**src/rtl/ex_stage_mdu_if.sv**
```systemverilog
// ex_stage_mdu_if: ID->EX operand bundle, pipeline controls and EX/MEM outputs.
// master drives the ID side, slave is the execute stage.
interface ex_stage_mdu_if #(
  parameter int DATA_W = 32,
  parameter int ADDR_W = 30,
  parameter int REG_AW = 5
);
  logic              stall;
  logic              flush;
  logic              int_detect;
  logic              id_en;
  logic [ADDR_W-1:0] id_pc;
  logic [3:0]        id_op;
  logic [DATA_W-1:0] id_alu_in_0;
  logic [DATA_W-1:0] id_alu_in_1;
  logic [REG_AW-1:0] id_dst_addr;
  logic              id_gpr_we_;
  logic              mdu_busy;
  logic [DATA_W-1:0] fwd_data;
  logic              ex_en;
  logic [ADDR_W-1:0] ex_pc;
  logic [REG_AW-1:0] ex_dst_addr;
  logic              ex_gpr_we_;
  logic [DATA_W-1:0] ex_out;
  logic              ex_of;

  modport master (
    output stall, flush, int_detect, id_en, id_pc, id_op,
    output id_alu_in_0, id_alu_in_1, id_dst_addr, id_gpr_we_,
    input  mdu_busy, fwd_data, ex_en, ex_pc, ex_dst_addr,
    input  ex_gpr_we_, ex_out, ex_of
  );

  modport slave (
    input  stall, flush, int_detect, id_en, id_pc, id_op,
    input  id_alu_in_0, id_alu_in_1, id_dst_addr, id_gpr_we_,
    output mdu_busy, fwd_data, ex_en, ex_pc, ex_dst_addr,
    output ex_gpr_we_, ex_out, ex_of
  );
endinterface

```
**src/rtl/ex_stage_mdu.sv**
```systemverilog
// ex_stage_mdu: ALU + iterative MUL/DIV unit with EX/MEM register.
// Optional MDU_EARLY_OUT_EN: zero-operand MDU ops skip the iterations.
module ex_stage_mdu #(
  parameter int DATA_W = 32,
  parameter int ADDR_W = 30,
  parameter int REG_AW = 5
) (
  input logic           clk,
  input logic           reset,
  ex_stage_mdu_if.slave pipe
);
  localparam int SHAMT_W = $clog2(DATA_W);
  localparam logic [SHAMT_W-1:0] CNT_LAST = SHAMT_W'(DATA_W - 1);
  localparam int M = DATA_W - 1;

  typedef enum logic [1:0] {IDLE, BUSY, DONE} state_t;

  state_t              state_q, state_d;
  logic [DATA_W-1:0]   a, b, sum, diff;
  logic [SHAMT_W-1:0]  shamt;
  logic [3:0]          op;
  logic                kill, is_mul, is_mdu, issue, early;
  logic [DATA_W-1:0]   alu_res;
  logic                alu_of;
  logic [DATA_W-1:0]   hi_q, lo_q, b_q;
  logic                mul_q, sel_hi_q;
  logic [SHAMT_W-1:0]  cnt_q;
  logic [DATA_W-1:0]   hi_n, lo_n, mcand, e_hi, e_lo;
  logic [DATA_W:0]     madd, rsh;
  logic [DATA_W-1:0]   rsub, mdu_res;
  logic                ge;
  logic                busy;
  logic [DATA_W-1:0]   fwd;
  logic                ex_en_q, ex_we_q, ex_of_q;
  logic [ADDR_W-1:0]   ex_pc_q;
  logic [REG_AW-1:0]   ex_dst_q;
  logic [DATA_W-1:0]   ex_out_q;

  assign a      = pipe.id_alu_in_0;
  assign b      = pipe.id_alu_in_1;
  assign op     = pipe.id_op;
  assign shamt  = b[SHAMT_W-1:0];
  assign sum    = a + b;
  assign diff   = a - b;
  assign kill   = pipe.flush | pipe.int_detect;
  assign is_mul = (op == 4'd9) || (op == 4'd10);
  assign is_mdu = (op >= 4'd9) && (op <= 4'd12);
  assign issue  = (state_q == IDLE) && pipe.id_en && is_mdu
                  && !kill && !reset;

`ifdef MDU_EARLY_OUT_EN
  assign early = (b == '0) || (is_mul && (a == '0));
  assign e_hi  = is_mul ? '0 : a;
  assign e_lo  = is_mul ? '0 : '1;
`else
  assign early = 1'b0;
  assign e_hi  = '0;
  assign e_lo  = '0;
`endif

  // single-cycle ALU result and signed overflow
  always_comb begin
    alu_res = '0;
    alu_of  = 1'b0;
    case (op)
      4'd0: alu_res = a;
      4'd1: begin
        alu_res = sum;
        alu_of  = (a[M] == b[M]) && (sum[M] != a[M]);
      end
      4'd2: begin
        alu_res = diff;
        alu_of  = (a[M] != b[M]) && (diff[M] != a[M]);
      end
      4'd3: alu_res = a & b;
      4'd4: alu_res = a | b;
      4'd5: alu_res = a ^ b;
      4'd6: alu_res = a << shamt;
      4'd7: alu_res = a >> shamt;
      4'd8: alu_res = $signed(a) >>> shamt;
      default: alu_res = '0;
    endcase
  end

  // one shift-add or restoring-divide step on {hi,lo}
  assign mcand = lo_q[0] ? b_q : '0;
  assign madd  = {1'b0, hi_q} + {1'b0, mcand};
  assign rsh   = {hi_q, lo_q[M]};
  assign ge    = rsh >= {1'b0, b_q};
  assign rsub  = rsh[DATA_W-1:0] - b_q;

  always_comb begin
    if (mul_q) begin
      hi_n = madd[DATA_W:1];
      lo_n = {madd[0], lo_q[M:1]};
    end else begin
      hi_n = ge ? rsub : rsh[DATA_W-1:0];
      lo_n = {lo_q[M-1:0], ge};
    end
  end

  assign mdu_res = sel_hi_q ? hi_q : lo_q;

  // MDU operand/accumulator registers
  always_ff @(posedge clk) begin
    if (reset) begin
      hi_q     <= '0;
      lo_q     <= '0;
      b_q      <= '0;
      mul_q    <= 1'b0;
      sel_hi_q <= 1'b0;
      cnt_q    <= '0;
    end else if (issue) begin
      b_q      <= b;
      mul_q    <= is_mul;
      sel_hi_q <= (op == 4'd10) || (op == 4'd12);
      cnt_q    <= '0;
      hi_q     <= early ? e_hi : '0;
      lo_q     <= early ? e_lo : a;
    end else if (state_q == BUSY) begin
      hi_q  <= hi_n;
      lo_q  <= lo_n;
      cnt_q <= cnt_q + SHAMT_W'(1);
    end
  end

  // MDU state register
  always_ff @(posedge clk) begin
    if (reset) state_q <= IDLE;
    else       state_q <= state_d;
  end

  // MDU next-state
  always_comb begin
    state_d = state_q;
    if (kill) begin
      state_d = IDLE;
    end else begin
      unique case (state_q)
        IDLE: if (issue) state_d = early ? DONE : BUSY;
        BUSY: if (cnt_q == CNT_LAST) state_d = DONE;
        DONE: if (!pipe.stall) state_d = IDLE;
        default: state_d = IDLE;
      endcase
    end
  end

  // MDU outputs: busy indication and forwarding mux
  always_comb begin
    busy = 1'b0;
    fwd  = alu_res;
    unique case (state_q)
      IDLE: begin
        busy = issue;
        fwd  = alu_res;
      end
      BUSY: begin
        busy = !kill;
        fwd  = '0;
      end
      DONE: begin
        busy = 1'b0;
        fwd  = mdu_res;
      end
      default: begin
        busy = 1'b0;
        fwd  = '0;
      end
    endcase
  end

  // EX/MEM pipeline register
  always_ff @(posedge clk) begin
    if (reset) begin
      ex_en_q  <= 1'b0;
      ex_we_q  <= 1'b1;
      ex_of_q  <= 1'b0;
      ex_pc_q  <= '0;
      ex_dst_q <= '0;
      ex_out_q <= '0;
    end else if (kill || (busy && !pipe.stall)) begin
      ex_en_q <= 1'b0;
      ex_we_q <= 1'b1;
      ex_of_q <= 1'b0;
    end else if (!pipe.stall) begin
      ex_en_q  <= pipe.id_en;
      ex_pc_q  <= pipe.id_pc;
      ex_dst_q <= pipe.id_dst_addr;
      ex_out_q <= fwd;
      ex_of_q  <= pipe.id_en && alu_of;
      ex_we_q  <= !pipe.id_en || pipe.id_gpr_we_ || alu_of;
    end
  end

  assign pipe.mdu_busy    = busy;
  assign pipe.fwd_data    = fwd;
  assign pipe.ex_en       = ex_en_q;
  assign pipe.ex_pc       = ex_pc_q;
  assign pipe.ex_dst_addr = ex_dst_q;
  assign pipe.ex_gpr_we_  = ex_we_q;
  assign pipe.ex_out      = ex_out_q;
  assign pipe.ex_of       = ex_of_q;
endmodule

```
**src/flat_wrapper.sv**
```systemverilog
// flat-port wrapper written by rule: the top's interface ports become plain ports
module ex_stage_mdu_flat 
#(
  parameter int DATA_W = 32,
  parameter int ADDR_W = 30,
  parameter int REG_AW = 5
)
  (clk, reset, pipe_stall, pipe_flush, pipe_int_detect, pipe_id_en, pipe_id_pc, pipe_id_op, pipe_id_alu_in_0, pipe_id_alu_in_1, pipe_id_dst_addr, pipe_id_gpr_we_, pipe_mdu_busy, pipe_fwd_data, pipe_ex_en, pipe_ex_pc, pipe_ex_dst_addr, pipe_ex_gpr_we_, pipe_ex_out, pipe_ex_of);
  ex_stage_mdu_if #(.DATA_W(DATA_W), .ADDR_W(ADDR_W), .REG_AW(REG_AW)) pipe_i ();
  input logic clk;
  input logic reset;
  input wire logic [$bits(pipe_i.stall)-1:0] pipe_stall;
  input wire logic [$bits(pipe_i.flush)-1:0] pipe_flush;
  input wire logic [$bits(pipe_i.int_detect)-1:0] pipe_int_detect;
  input wire logic [$bits(pipe_i.id_en)-1:0] pipe_id_en;
  input wire logic [$bits(pipe_i.id_pc)-1:0] pipe_id_pc;
  input wire logic [$bits(pipe_i.id_op)-1:0] pipe_id_op;
  input wire logic [$bits(pipe_i.id_alu_in_0)-1:0] pipe_id_alu_in_0;
  input wire logic [$bits(pipe_i.id_alu_in_1)-1:0] pipe_id_alu_in_1;
  input wire logic [$bits(pipe_i.id_dst_addr)-1:0] pipe_id_dst_addr;
  input wire logic [$bits(pipe_i.id_gpr_we_)-1:0] pipe_id_gpr_we_;
  output wire logic [$bits(pipe_i.mdu_busy)-1:0] pipe_mdu_busy;
  output wire logic [$bits(pipe_i.fwd_data)-1:0] pipe_fwd_data;
  output wire logic [$bits(pipe_i.ex_en)-1:0] pipe_ex_en;
  output wire logic [$bits(pipe_i.ex_pc)-1:0] pipe_ex_pc;
  output wire logic [$bits(pipe_i.ex_dst_addr)-1:0] pipe_ex_dst_addr;
  output wire logic [$bits(pipe_i.ex_gpr_we_)-1:0] pipe_ex_gpr_we_;
  output wire logic [$bits(pipe_i.ex_out)-1:0] pipe_ex_out;
  output wire logic [$bits(pipe_i.ex_of)-1:0] pipe_ex_of;
  assign pipe_i.stall = pipe_stall;
  assign pipe_i.flush = pipe_flush;
  assign pipe_i.int_detect = pipe_int_detect;
  assign pipe_i.id_en = pipe_id_en;
  assign pipe_i.id_pc = pipe_id_pc;
  assign pipe_i.id_op = pipe_id_op;
  assign pipe_i.id_alu_in_0 = pipe_id_alu_in_0;
  assign pipe_i.id_alu_in_1 = pipe_id_alu_in_1;
  assign pipe_i.id_dst_addr = pipe_id_dst_addr;
  assign pipe_i.id_gpr_we_ = pipe_id_gpr_we_;
  assign pipe_mdu_busy = pipe_i.mdu_busy;
  assign pipe_fwd_data = pipe_i.fwd_data;
  assign pipe_ex_en = pipe_i.ex_en;
  assign pipe_ex_pc = pipe_i.ex_pc;
  assign pipe_ex_dst_addr = pipe_i.ex_dst_addr;
  assign pipe_ex_gpr_we_ = pipe_i.ex_gpr_we_;
  assign pipe_ex_out = pipe_i.ex_out;
  assign pipe_ex_of = pipe_i.ex_of;
  ex_stage_mdu #(.DATA_W(DATA_W), .ADDR_W(ADDR_W), .REG_AW(REG_AW)) u_core (.clk(clk), .reset(reset), .pipe(pipe_i));
endmodule
```
**config.mk**
```make
export PLATFORM = sky130hd
export DESIGN_NAME = ex_stage_mdu_flat
export DESIGN_NICKNAME = d
export VERILOG_FILES = /design/src/rtl/ex_stage_mdu_if.sv /design/src/rtl/ex_stage_mdu.sv /design/src/flat_wrapper.sv
export SDC_FILE = /design/constraint.sdc
export NUM_CORES = 1
export LEC_CHECK = 0
export ABC_CLOCK_PERIOD_IN_PS = 6800
export CAP_MARGIN = 20
export CORE_MARGIN = 2
export CORE_UTILIZATION = 35
export DETAILED_ROUTE_END_ITERATION = 6
export PLACE_DENSITY_LB_ADDON = 0.1
export SLEW_MARGIN = 20
export SYNTH_ARGS = -nofsm -noshare
export SYNTH_HDL_FRONTEND = slang
export SYNTH_SLANG_ARGS = --single-unit
```
**constraint.sdc**
```tcl
create_clock -name clk -period 6.8 [get_ports clk]
set_input_delay 1.7 -clock clk [delete_from_list [all_inputs] [get_ports clk]]
set_output_delay 1.7 -clock clk [all_outputs]
set_load 0.1 [all_outputs]
```
## Word-level counts from Yosys, hierarchy flattened

Cells that the tools add are included.

| word-level totals | value |
|---|---|
| flip-flop bits (word level) | 175 |
| bits of input ports | 110 |
| output and inout bits | 103 |
| word-level logic and storage cells | 92 |

| operators by class | value |
|---|---|
| add/subtract/negate cells | 5 |
| $lt $le $gt $ge | 3 |
| equality and inequality tests | 21 |
| shift-type cells | 3 |
| mux-type cells | 15 |
| bitwise operators | 6 |
| reduce and logical (&&, ||, !) cells | 26 |

Operators with widths:

| cell | count |
|---|---|
| 32-bit one-hot mux with 9 select lines | 1 |
| 32-bit 2-to-1 mux | 7 |
| 32-bit one-hot mux with 2 select lines | 1 |
| 32-bit subtractor | 2 |
| 32-bit by 32-bit adder with 33-bit output | 1 |
| 33-bit by 32-bit greater-or-equal comparator with 1-bit output | 1 |
| 32-bit adder | 1 |
| 32-bit bitwise AND | 1 |
| 32-bit bitwise OR | 1 |
| 32-bit by 5-bit left shift with 32-bit output | 1 |
| 32-bit by 5-bit >> shifter with 32-bit output | 1 |
| 32-bit by 5-bit >>> shifter with 32-bit output | 1 |
| 32-bit XOR | 1 |
| 4-bit by 3-bit == test with 1-bit output, second input constant | 4 |
| 4-bit == test, second input constant | 4 |
| 1-bit logical AND | 9 |
| 4-bit by 2-bit == test with 1-bit output, second input constant | 2 |
| 2-bit 2-to-1 mux | 3 |
| 2-bit one-hot mux with 3 select lines | 1 |
| 2-bit OR reduction | 3 |
| 5-bit by 1-bit adder with 5-bit output, second input constant | 1 |
| 5-bit == test, second input constant | 1 |
| 1-bit logical OR | 5 |
| 4-bit by 1-bit == test with 1-bit output, second input constant | 1 |
| 17 further kinds | 25 |

## Depth between registers and ports, before layout

Gate-level depths: netlist of run 1.

| depth | value |
|---|---|
| depth after elaboration | 10 |
| depth in mapped cells | 15 |
| gate-level depth less buffers | 13 |

## Worst setup path after synthesis of run 1

No wires, ideal clock.

| path | value |
|---|---|
| path kind | input-to-output |
| start | input pipe_id_alu_in_1[2] |
| end | output pipe_fwd_data[20] |
| data arrival time | 6.639 ns |
| slack | -1.539 ns |
| stages | 13 |
| path buffers | 4 |
| cells stage by stage | buf_2 -> inv_2 -> buf_1 -> clkbuf_1 -> ha_1 -> clkbuf_1 -> nor2b_1 -> o31ai_1 -> a21oi_1 -> o31ai_1 -> o311a_1 -> nor3_1 -> o31ai_1 |

| on the way | value |
|---|---|
| word-level cells in the longest chain between the ends | 3 |
| elaborated cells between the ends (all ways) | 7 |
| classes of those cells | add/sub: 2; shift: 3; mux: 2 |

Ends and longest elaborated chain:

| element | RTL line | source |
|---|---|---|
| start, declared | flat_wrapper.sv:19 | `input wire logic [$bits(pipe_i.id_alu_in_1)-1:0] pipe_id_alu_in_1;` |
| 32-bit subtractor (tied with other cells) | ex_stage_mdu.sv:44 | `assign diff = a - b;` |
| 32-bit one-hot mux with 9 select lines * | ex_stage_mdu.sv:65 | `case (op)` |
| 32-bit one-hot mux with 2 select lines * | ex_stage_mdu.sv:152 | `unique case (state_q)` |
| end, declared | flat_wrapper.sv:23 | `output wire logic [$bits(pipe_i.fwd_data)-1:0] pipe_fwd_data;` |

Mark *: on every way between the ends. The rest lies on a longest branch, timed or not.

## Final worst setup path of run 1

| path | value |
|---|---|
| start | input pipe_id_alu_in_0[8] |
| end | output pipe_fwd_data[26] |

| on the way | value |
|---|---|
| word-level cells in the longest chain between the ends | 3 |
| elaborated cells between the ends (all ways) | 7 |
| classes of those cells | add/sub: 2; shift: 3; mux: 2 |

Ends and longest elaborated chain:

| element | RTL line | source |
|---|---|---|
| start, declared | flat_wrapper.sv:18 | `input wire logic [$bits(pipe_i.id_alu_in_0)-1:0] pipe_id_alu_in_0;` |
| 32-bit subtractor (tied with other cells) | ex_stage_mdu.sv:44 |  |
| 32-bit one-hot mux with 9 select lines * | ex_stage_mdu.sv:65 |  |
| 32-bit one-hot mux with 2 select lines * | ex_stage_mdu.sv:152 |  |

Marks and branches as above.

==> results.py, run 1 <==
metrics = {
    "worst_hold_path": {
        "min_path_type": "reg -> reg",
        "hold_end": "u_core.pipe.ex_pc[14]",
        "holdCritStartpoint": "u_core.pipe.ex_pc[14]",
        "holdPathStages": 2,
    },
    "synthesis": {
        "synth_most_common_cell": "nor2_1",
        "syn_area_mm2": 0.0212,
        "synth.largest_area_cell": "dfxtp_1",
        "ys_seq_area_share_pct": 16.6,
        "synth.avg_cell_area_um2": 7.40,
        "synthArstFlopShare_pct": 0,
        "synthTopCellsByArea": "dfxtp_1 17%, ha_1 10%, mux4_2 6.7%",
        "syn_nets": 3142,
        "netlist_instances": 2857,
        "ys_seq_elements": 175,
        "synth_top_area_share_pct": 16.6,
        "synthFlopType": "dfxtp_1",
        "synthTopCellsByCount": "299 x nor2_1, 298 x nand2_1, 265 x a21oi_1, 185 x clkbuf_1, 175 x dfxtp_1",
        "ys_types": 88,
        "synth_edf_count": 0,
        "yosys_warnings": 0,
    },
    "clock_network": {
        "cts_buffers": 17,
        "cts_tree": "done",
        "clk_pin_slew_ns": 0.07,
        "cts.sinks": 175,
        "cts_root_buf": "clkbuf_16",
        "htreeDepth": 4,
        "insertion_delay_ns": 0.48,
        "cts_buffer_depth": 2,
    },
    "grt": {
        "grt_pass1_vias": 24934,
        "grt_max_degree": 71,
        "grt_pass1_wl_um": 171000,
        "track_usage_pct": 37.0,
        "grt.overflow.total": 0,
        "antenna_found_initial": 1,
    },
    "sta": {
        "hold_violations": 0,
        "period_share_pct": 99.8,
        "rsz0062_at_grt": "true",
        "worstMarginPinSlew_ns": 1.12,
        "final_max_slew_viol_count": 0,
        "setup_slack_ns": 0.0146,
        "slew_headroom_pct": 24.7,
        "finalSetupTns_ns": 0,
        "clock_skew_ns": 0.0141,
        "fmax_mhz": 147,
        "setup_violations": 0,
        "period_needed_ns": 6.79,
    },
    "worst_setup_path": {
        "cp-start-kind": "primary input",
        "r2r_end": "u_core.hi_q[27]",
        "reg2reg_from": "u_core.lo_q[0]",
        "cp_max_fo": 7,
        "path_class": "in -> out",
        "r2r_slack_ns": 2.60,
        "ff2ff_path_depth": 14,
        "end_kind": "output pin",
        "arrival_ns": 5.09,
        "crit_required_ns": 5.10,
    },
    "power_and_ir_drop": {
        "p_comb_share_pct": 49.8,
        "vdd_drop_max_mv": 0.195,
        "seqPwrFrac_pct": 24.6,
        "leakagePower_uw": 0.0122,
        "p_per_area_mw_per_mm2": 147,
        "switchingPower_uw": 1820,
        "clkPwrFrac_pct": 25.6,
        "p_sw_share_pct": 42.1,
        "p_total_uw": 4320,
        "internal-power_uw": 2500,
    },
    "floorplanning": {
        "pin_count": 213,
        "dieHeight_um": 250,
        "rows": 90,
        "die-area_mm2": 0.0624,
        "die_w_um": 250,
        "core_mm2": 0.0600,
        "initial_core_util_pct": 35.2,
    },
    "drt": {
        "via_per_inst": 6.17,
        "wl_um": 118000,
        "first_pass_iters": 7,
        "drt_iter0_drc": 2544,
        "vias": 25833,
        "final_antenna_net_count": 0,
        "drcViolationCount": 0,
        "wl_per_cell_um": 28.2,
    },
    "cells_and_area": {
        "drive_above_1_share_pct": 25.9,
        "fin_nets": 3675,
        "syn2layout_area_growth_pct": 39.4,
        "num-fill-cells": 5974,
    },
    "place": {
        "port_buffers": 212,
        "hpwl_um": 94700,
        "place_congestion": 1.05,
        "place_worst_setup_slack_ns": -0.407,
    },
    "job": {
        "cap_viol_max_count": 0,
    },
    "status": {
        "status": "completed",
    },
}
==> cells in the final DEF (no fill, tap or decap), types with 14 or more instances in the layout <==
cell             synthesis  layout
xor2_1                  25      25
o22ai_1                 22      14
nand4_1                 20      20
o21ai_0                159     144
or2_2                   16      15
o21bai_1                18      16
nand2_1                298     297
o21a_1                  28      28
xnor2_1                 30      30
mux2i_1                 94      93
nand3_1                 48      47
clkdlybuf4s50_1          0     154
or3_1                   21      19
nor3_1                  64      60
clkbuf_16                0      17
a211o_1                 17      15
mux4_2                  63      63
mux2_2                  30      30
a21oi_2                  0      16
buf_12                   0      56
o2111ai_1               16      15
ha_1                   171     154
and3_1                  28      28
inv_1                  147     141
nor2_1                 299     294
a221oi_1                48      46
nand2b_1                23      21
o211ai_1                28      28
a21oi_1                265     246
nor2b_1                 29      24
buf_4                    2     500
a211oi_1                51      39
dfxtp_1                175     173
a22oi_1                 27      27
and2_1                  42      42
a21o_1                  41      41
a31oi_1                 26      25
==> metrics by stage <==
step,hold WS [ns],cell area (um^2),cells,utilization [%]
after floorplan,0.440,21300,2857,-
after global placement,0.443,28000,4134,46.7
after detailed placement,0.447,28000,4134,46.7
after CTS,0.457,29000,4173,48.4
after global routing,0.472,29500,4185,49.1
final,0.457,29500,4186,49.1
==> power by group through the flow <==
stage | sequential [uW] | combinational, uW | clock (uW)
floorplan | 1190 | 971 | 0
global placement | 1090 | 2020 | 0
detailed placement | 1090 | 2020 | 0
CTS | 1060 | 2070 | 1140
global route | 1070 | 2250 | 1160
finish | 1060 | 2150 | 1110
==> flip-flops by register name (all words and copies together) (netlist names) <==
name / count
u_core.pipe.ex_pc: 30
u_core.pipe.ex_gpr_we_: 1
u_core.pipe.ex_out: 32
u_core.hi_q: 32
u_core.pipe.ex_dst_addr: 5
u_core.state_q: 2
u_core.lo_q: 32
u_core.pipe.ex_en: 1
u_core.b_q: 32
u_core.cnt_q: 5
u_core.mul_q: 1
u_core.pipe.ex_of: 1
u_core.sel_hi_q: 1
==> cell families after synthesis <==
| kind of cell | count (synthesis) | synth area share, % |
|---|---|---|
| and+or+nand+nor | 952 | 21.0 |
| xor gates and xnor gates | 55 | 2.28 |
| AOI/OAI and AO/OA | 939 | 30.1 |
| muxes | 187 | 12.8 |
| DFF | 175 | 16.6 |
| buffers and inverters | 374 | 6.82 |
| adders and majority gates | 175 | 10.5 |
==> layout make-up <==
| class | instances | area (um^2) | share of cell area (%) |
|---|---|---|---|
| Multi-Input combinational cell | 2308 | 17100 | 58.0 |
| Timing Repair Buffer | 740 | 6730 | 22.8 |
| Sequential cell | 175 | 3510 | 11.9 |
| Tap cell | 782 | 978 | 3.32 |
| Inverter | 148 | 559 | 1.90 |
| Clock buffer | 18 | 439 | 1.49 |
| Clock inverter | 14 | 181 | 0.615 |
| Antenna cell | 1 | 2.50 | 0.00849 |
==> layer usage <==
| metal | wire length [um] | global-route usage, % | part of all wire (%) | up-vias |
|---|---|---|---|---|
| li1 | - | - | - | 11654 |
| met1 | 50500 | 49.5 | 43 | 12708 |
| met2 | 51900 | 57.9 | 44 | 1248 |
| met3 | 10500 | 7.85 | 8.9 | 223 |
| met4 | 5100 | 14.2 | 4.3 | 0 |
| met5 | 0 | 0 | 0 | - |
==> what timing repair did <==
action,CTS,global route
pin swaps,28,40
hold buffers,0,0
endpoints found under the setup margin,18,17
resized for setup,82,82
buffers inserted,7,12
==> worst max-delay path, stage by stage <==
cell             delay, ns
clkdlybuf4s50_1       0.47
buf_4                 0.21
ha_4                  0.19
nor3b_2               0.08
nor4_4                0.33
nand4_1               0.24
a211o_1               0.42
a2111o_1              0.57
nand3_2               0.12
a21oi_2               0.07
o31ai_4               0.27
buf_4                 0.15
o21ai_2               0.06
buf_12                0.19
==> worst max-delay path by stage <==
stage / start / to / slack, ns
CTS: pipe_id_alu_in_0[14] / pipe_fwd_data[26] / -0.02
finish: pipe_id_alu_in_0[8] / pipe_fwd_data[26] / 0.01
floorplan: pipe_id_alu_in_1[2] / pipe_fwd_data[22] / 0.004
global placement: pipe_id_alu_in_1[5] / pipe_fwd_data[15] / -0.42
detailed placement: pipe_id_alu_in_1[5] / pipe_fwd_data[15] / -0.41
global route: pipe_id_alu_in_0[0] / pipe_fwd_data[16] / -0.01
(Power assumes the default switching activity.)
==> run 2, diff against run 1 <==
--- a/config.mk
+++ b/config.mk
@@ -11,7 +11,7 @@
 export CORE_UTILIZATION = 35
 export DETAILED_ROUTE_END_ITERATION = 6
 export PLACE_DENSITY_LB_ADDON = 0.1
-export SLEW_MARGIN = 20
+export SLEW_MARGIN = 5
 export SYNTH_ARGS = -nofsm -noshare
 export SYNTH_HDL_FRONTEND = slang
 export SYNTH_SLANG_ARGS = --single-unit
==> run 2 against run 1 <==
The run now ends with DRC left; sequential share of layout area hardly changed; clock power about the same; register-to-register slack about the same; flip-flop and latch count did not move; worst hold slack improved by 0.00072 ns; combinational power is essentially flat; critical endpoint unchanged.
==> results.py, run 2 (synthesized netlist as in run 1, its figures left out) <==
metrics = {
    "floorplanning": {
        "dieHeight_um": 250,
        "rows": 90,
        "die_w_um": 250,
        "pin_count": 213,
        "die-area_mm2": 0.0624,
        "core_mm2": 0.0600,
        "initial_core_util_pct": 35.2,
    },
    "sta": {
        "clock_skew_ns": 0.0143,
        "setup_slack_ns": 0.0160,
        "rsz0062_at_grt": "true",
        "slew_headroom_pct": 25.9,
        "setup_violations": 0,
        "final_max_slew_viol_count": 0,
        "hold_violations": 0,
        "period_needed_ns": 6.78,
        "period_share_pct": 99.8,
        "worstMarginPinSlew_ns": 1.10,
        "fmax_mhz": 147,
    },
    "power_and_ir_drop": {
        "p_sw_share_pct": 42.1,
        "switchingPower_uw": 1820,
        "seqPwrFrac_pct": 24.6,
        "clkPwrFrac_pct": 25.5,
        "leakagePower_uw": 0.0122,
        "internal-power_uw": 2500,
        "p_comb_share_pct": 49.9,
        "p_per_area_mw_per_mm2": 146,
        "vdd_drop_max_mv": 0.197,
    },
    "worst_setup_path": {
        "crit_required_ns": 5.10,
        "path_class": "in -> out",
        "arrival_ns": 5.08,
        "cp-start-kind": "primary input",
        "end_kind": "output pin",
        "cp_max_fo": 7,
    },
    "cells_and_area": {
        "syn2layout_area_growth_pct": 39.5,
        "drive_above_1_share_pct": 26.0,
        "num-fill-cells": 5974,
        "multiInputGateArea_mm2": 0.0171,
        "regArea_mm2": 0.00351,
        "layout_common_cells": "500 x buf_4, 297 x nand2_1, 294 x nor2_1",
        "fin_nets": 3676,
        "fin_util_pct": 49.2,
        "final_common_cell": "buf_4",
    },
    "drt": {
        "final_antenna_net_count": 0,
        "first_pass_iters": 7,
        "vias": 25862,
        "wl_per_cell_um": 28.2,
        "via_per_inst": 6.18,
        "wl_um": 118000,
        "drcViolationCount": 11,
        "drt_iter0_drc": 2753,
    },
    "place": {
        "hpwl_um": 94700,
        "place_congestion": 1.05,
        "place_worst_setup_slack_ns": -0.407,
        "port_buffers": 212,
    },
    "grt": {
        "grt_max_degree": 71,
        "grt.overflow.total": 0,
        "track_usage_pct": 37.0,
        "grt_pass1_vias": 24934,
        "antenna_found_initial": 1,
        "grt_pass1_wl_um": 171000,
    },
    "clock_network": {
        "htreeDepth": 4,
        "clk_pin_slew_ns": 0.07,
        "cts_buffer_depth": 2,
        "insertion_delay_ns": 0.49,
        "cts_tree": "done",
        "cts_root_buf": "clkbuf_16",
        "cts.sinks": 175,
        "hold_buffers": 0,
        "cts_buffers": 17,
    },
    "job": {
        "cap_viol_max_count": 0,
    },
    "worst_hold_path": {
        "min_path_type": "reg -> reg",
    },
    "status": {
        "status": "finished with violations",
        "failed_checks": "DRC",
    },
}
## run 2: changes by cell type in the layout (fill, tap and decap cells not counted)
cell | before | now
buf_16 | 0 | 1
clkinv_1 | 1 | 0
inv_1 | 141 | 142
## run 2: what timing repair did
item,in CTS,in global routing
pin swaps,28,40
endpoints found under the setup margin,18,17
gates resized for setup,82,82
buffers inserted,7,12
## run 2: per-layer routing
layer,share of wire (%),global-route usage [%],vias up
met5,0,0,-
met4,4.3,14.2,0
met3,8.6,7.85,225
met2,44,57.9,1214
met1,43,49.5,12766
li1,-,-,11657
## run 2: final timing paths
| path | start | endpoint | slack [ns] | cells past startpoint |
|---|---|---|---|---|
| worst max-delay path | pipe_id_alu_in_0[8] | pipe_fwd_data[26] | 0.02 | 14 |
| worst min-delay path | u_core.pipe.ex_pc[19] | u_core.pipe.ex_pc[19] | 0.46 | 2 |
| worst max register to register | u_core.lo_q[0] | u_core.hi_q[27] | 2.60 | 14 |
| worst min register to register | u_core.pipe.ex_pc[19] | u_core.pipe.ex_pc[19] | 0.46 | 2 |
## run 2: worst max-delay path, cell delays in order
cell and delay, ns:
clkdlybuf4s50_1 0.47, buf_4 0.21, ha_4 0.19, nor3b_2 0.08
nor4_4 0.33, nand4_1 0.24, a211o_1 0.42, a2111o_1 0.57
nand3_2 0.12, a21oi_2 0.07, o31ai_4 0.27, buf_4 0.15
o21ai_2 0.06, buf_12 0.19
## run 2: power by group through the flow
stage	combinational (uW)	clock (uW)	sequential (uW)
5_1_grt	2250	1160	1070
4_1_cts	2070	1140	1060
3_3_place_gp	2020	0	1090
3_5_place_dp	2020	0	1090
2_1_floorplan	971	0	1190
6_report	2160	1100	1060
## run 2: cell type report
| type | instances | share of cell area, % |
|---|---|---|
| repair buffers | 741 | 22.9 |
| inverters | 148 | 1.90 |
| multi-input cells | 2308 | 57.9 |
| clock buffers | 18 | 1.49 |
| flip-flops and latches | 175 | 11.9 |
| diodes | 1 | 0.00848 |
| clock inverters | 14 | 0.615 |
| well taps | 782 | 3.32 |
## run 2: stage by stage
| stage | hold WS, ns | total power [uW] | std cells | instance area (um^2) | setup TNS, ns |
|---|---|---|---|---|---|
| after floorplan | 0.440 | 2160 | 2857 | 21300 | 0 |
| after global placement | 0.443 | 3110 | 4134 | 28000 | -4.21 |
| after detailed placement | 0.447 | 3110 | 4134 | 28000 | -4.26 |
| after CTS | 0.457 | 4270 | 4173 | 29000 | -0.0390 |
| after global routing | 0.472 | 4480 | 4186 | 29500 | -0.0220 |
| final | 0.458 | 4320 | 4187 | 29500 | 0 |
==> run 3, diff against run 2 <==
--- a/config.mk
+++ b/config.mk
@@ -8,7 +8,7 @@
 export ABC_CLOCK_PERIOD_IN_PS = 6800
 export CAP_MARGIN = 20
 export CORE_MARGIN = 2
-export CORE_UTILIZATION = 35
+export CORE_UTILIZATION = 45
 export DETAILED_ROUTE_END_ITERATION = 6
 export PLACE_DENSITY_LB_ADDON = 0.1
 export SLEW_MARGIN = 5
==> run 3 against run 2 <==
The run ends with setup timing left; combinational power decreased by 2%; largest power group unchanged; clock power decreased by 6%; first-iteration DRC count increased by 23%; sequential power about the same; setup slack got worse by 0.052 ns; clock-buffer cell count decreased by 1; flip-flop and latch count unchanged; routed wire length decreased by 5.3%; final cell count decreased by 5.3%.
==> results.py, run 3 (synthesized netlist as in run 1, its figures left out) <==
metrics = {
    "status": {
        "status": "finished with violations",
        "failed_checks": "setup timing",
    },
    "cells_and_area": {
        "num-fill-cells": 4172,
        "fin_nets": 3625,
        "syn2layout_area_growth_pct": 36.4,
        "multiInputGateArea_mm2": 0.0171,
        "regArea_mm2": 0.00351,
        "drive_above_1_share_pct": 24.4,
        "final_common_cell": "buf_4",
        "fin_cells": 3964,
        "layout_common_cells": "454 x buf_4, 297 x nand2_1, 296 x nor2_1",
    },
    "sta": {
        "finalSetupTns_ns": -0.0615,
        "final_max_slew_viol_count": 0,
        "period_needed_ns": 6.84,
        "fmax_mhz": 146,
        "hold_ws_ns": 0.462,
        "slew_headroom_pct": 26.6,
        "setup_violations": 2,
        "setup_slack_ns": -0.0356,
        "clock_skew_ns": 0.0209,
        "worstMarginPinSlew_ns": 1.10,
        "period_share_pct": 101,
        "hold_violations": 0,
    },
    "worst_setup_path": {
        "path_delay_family": "compound AO/OA/AOI/OAI gates",
        "path_buf_inv": 4,
        "path_class": "in -> out",
        "slowest_delay_ns": 0.53,
        "crit_required_ns": 5.10,
        "worstPathCellList": "clkdlybuf4s50_1, inv_1, ha_4, nor4_4, nand4_1, a211oi_2, o211ai_1, buf_4, and4_4, o21ai_4, a211oi_4, a211oi_4, or2_4, buf_12",
        "cpMaxStageDelayCell": "clkdlybuf4s50_1",
        "end_kind": "output pin",
        "arrival_ns": 5.14,
        "cp-start-kind": "primary input",
        "cp_max_fo": 3,
        "crit_top_cell": "a211oi_4",
    },
    "grt": {
        "grt_pass1_wl_um": 164000,
        "antenna_found_initial": 6,
        "track_usage_pct": 44.1,
        "grt.overflow.total": 0,
        "grt_pass1_vias": 25354,
        "grt_max_degree": 71,
    },
    "floorplanning": {
        "core_mm2": 0.0465,
        "pin_count": 213,
        "die-area_mm2": 0.0488,
        "rows": 79,
        "die_w_um": 221,
        "dieHeight_um": 221,
        "initial_core_util_pct": 45.5,
    },
    "drt": {
        "drcViolationCount": 0,
        "drt_iter0_drc": 3374,
        "routedLengthMet1_um": 43100,
        "wl_um": 112000,
        "first_pass_iters": 6,
        "wl_met3_um": 14600,
        "via_per_inst": 6.70,
        "wl_per_cell_um": 28.2,
        "top_layer": "met5",
        "final_antenna_net_count": 0,
        "met2_wirelength_um": 48000,
        "vias": 26541,
    },
    "place": {
        "hpwl_um": 88000,
        "dp_cells": 3919,
        "place_congestion": 1.12,
        "port_buffers": 212,
    },
    "clock_network": {
        "htreeDepth": 4,
        "cts_tree": "done",
        "clk_pin_slew_ns": 0.07,
        "cts_buffer_depth": 2,
        "cts.sinks": 175,
        "cts_root_buf": "clkbuf_16",
        "insertion_delay_ns": 0.50,
        "cts_buffers": 17,
    },
    "power_and_ir_drop": {
        "p_per_area_mw_per_mm2": 146,
        "leakagePower_uw": 0.0119,
        "vdd_drop_max_mv": 0.248,
    },
    "worst_hold_path": {
        "min_path_type": "reg -> reg",
    },
    "job": {
        "cap_viol_max_count": 0,
    },
}
==> run 3: changes by cell type in the layout (fill, tap and decap cells not counted), sizes merged, moves of 2 or more <==
cell           delta
clkinv            +3
dlygate4sd2       -2
inv               +2
dlymetal6s2s      +5
clkbuf            +2
bufinv            -3
clkdlybuf4s50     -8
diode             +3
buf              -51
clkdlybuf4s15     +2
==> run 3: metal layers <==
| metal | GRT usage (%) | up-vias |
|---|---|---|
| li1 | - | 11562 |
| met1 | 56.9 | 12767 |
| met5 | 0 | - |
| met4 | 19.6 | 4 |
| met3 | 13.9 | 369 |
| met2 | 67.2 | 1839 |
==> run 3: final timing paths <==
path	startpoint	to	slack (ns)	depth (start not counted)
min	u_core.cnt_q[4]	u_core.cnt_q[4]	0.46	2
min reg2reg	u_core.cnt_q[4]	u_core.cnt_q[4]	0.46	2
max	pipe_id_alu_in_1[13]	pipe_fwd_data[29]	-0.04	14
max reg2reg	u_core.lo_q[0]	u_core.hi_q[27]	2.23	14
==> run 3: tightest hold or removal path, delay by kind of cell (launching register included) <==
family | cells | cell delay, ns
flip-flops | 1 | 0.32
AO/OA/AOI/OAI | 1 | 0.05
AND/OR/NAND/NOR | 1 | 0.05
==> run 3: area by class of cell <==
type | instances | area share (%)
multi-input combinational | 2308 | 59.4
clock buffer | 17 | 1.47
antenna | 4 | 0.0347
tap | 607 | 2.63
inverter | 148 | 1.94
sequential | 175 | 12.1
clock inverter | 15 | 0.581
timing repair buffer | 690 | 21.8
==> run 3: timing repair <==
item | CTS | global route
setup endpoints to repair | 20 | 21
hold buffers | 0 | 0
buffers inserted | 3 | 5
cloned | 0 | 0
pin swaps | 19 | 34
resized for setup | 67 | 110
==> run 3: report_power, final <==
part / leakage [uW] / switching (uW) / internal, uW
registers: 0.00142 / 19.1 / 1050
logic: 0.0102 / 1280 / 826
clock network: 0.000291 / 541 / 493
total: 0.0119 / 1840 / 2370
==> run 3: metrics by stage <==
step | cell area [um^2] | utilization, % | worst slack [ns] | total power, uW
6_report | 28900 | 62.1 | -0.0356 | 4210
5_1_grt | 28900 | 62.1 | -0.0219 | 4320
4_1_cts | 28300 | 60.9 | 0.00522 | 4100
3_5_place_dp | 27400 | 59.0 | -0.571 | 3040
3_3_place_gp | 27400 | 59.0 | -0.610 | 3030
2_1_floorplan | 21300 | - | 0.00421 | 2160
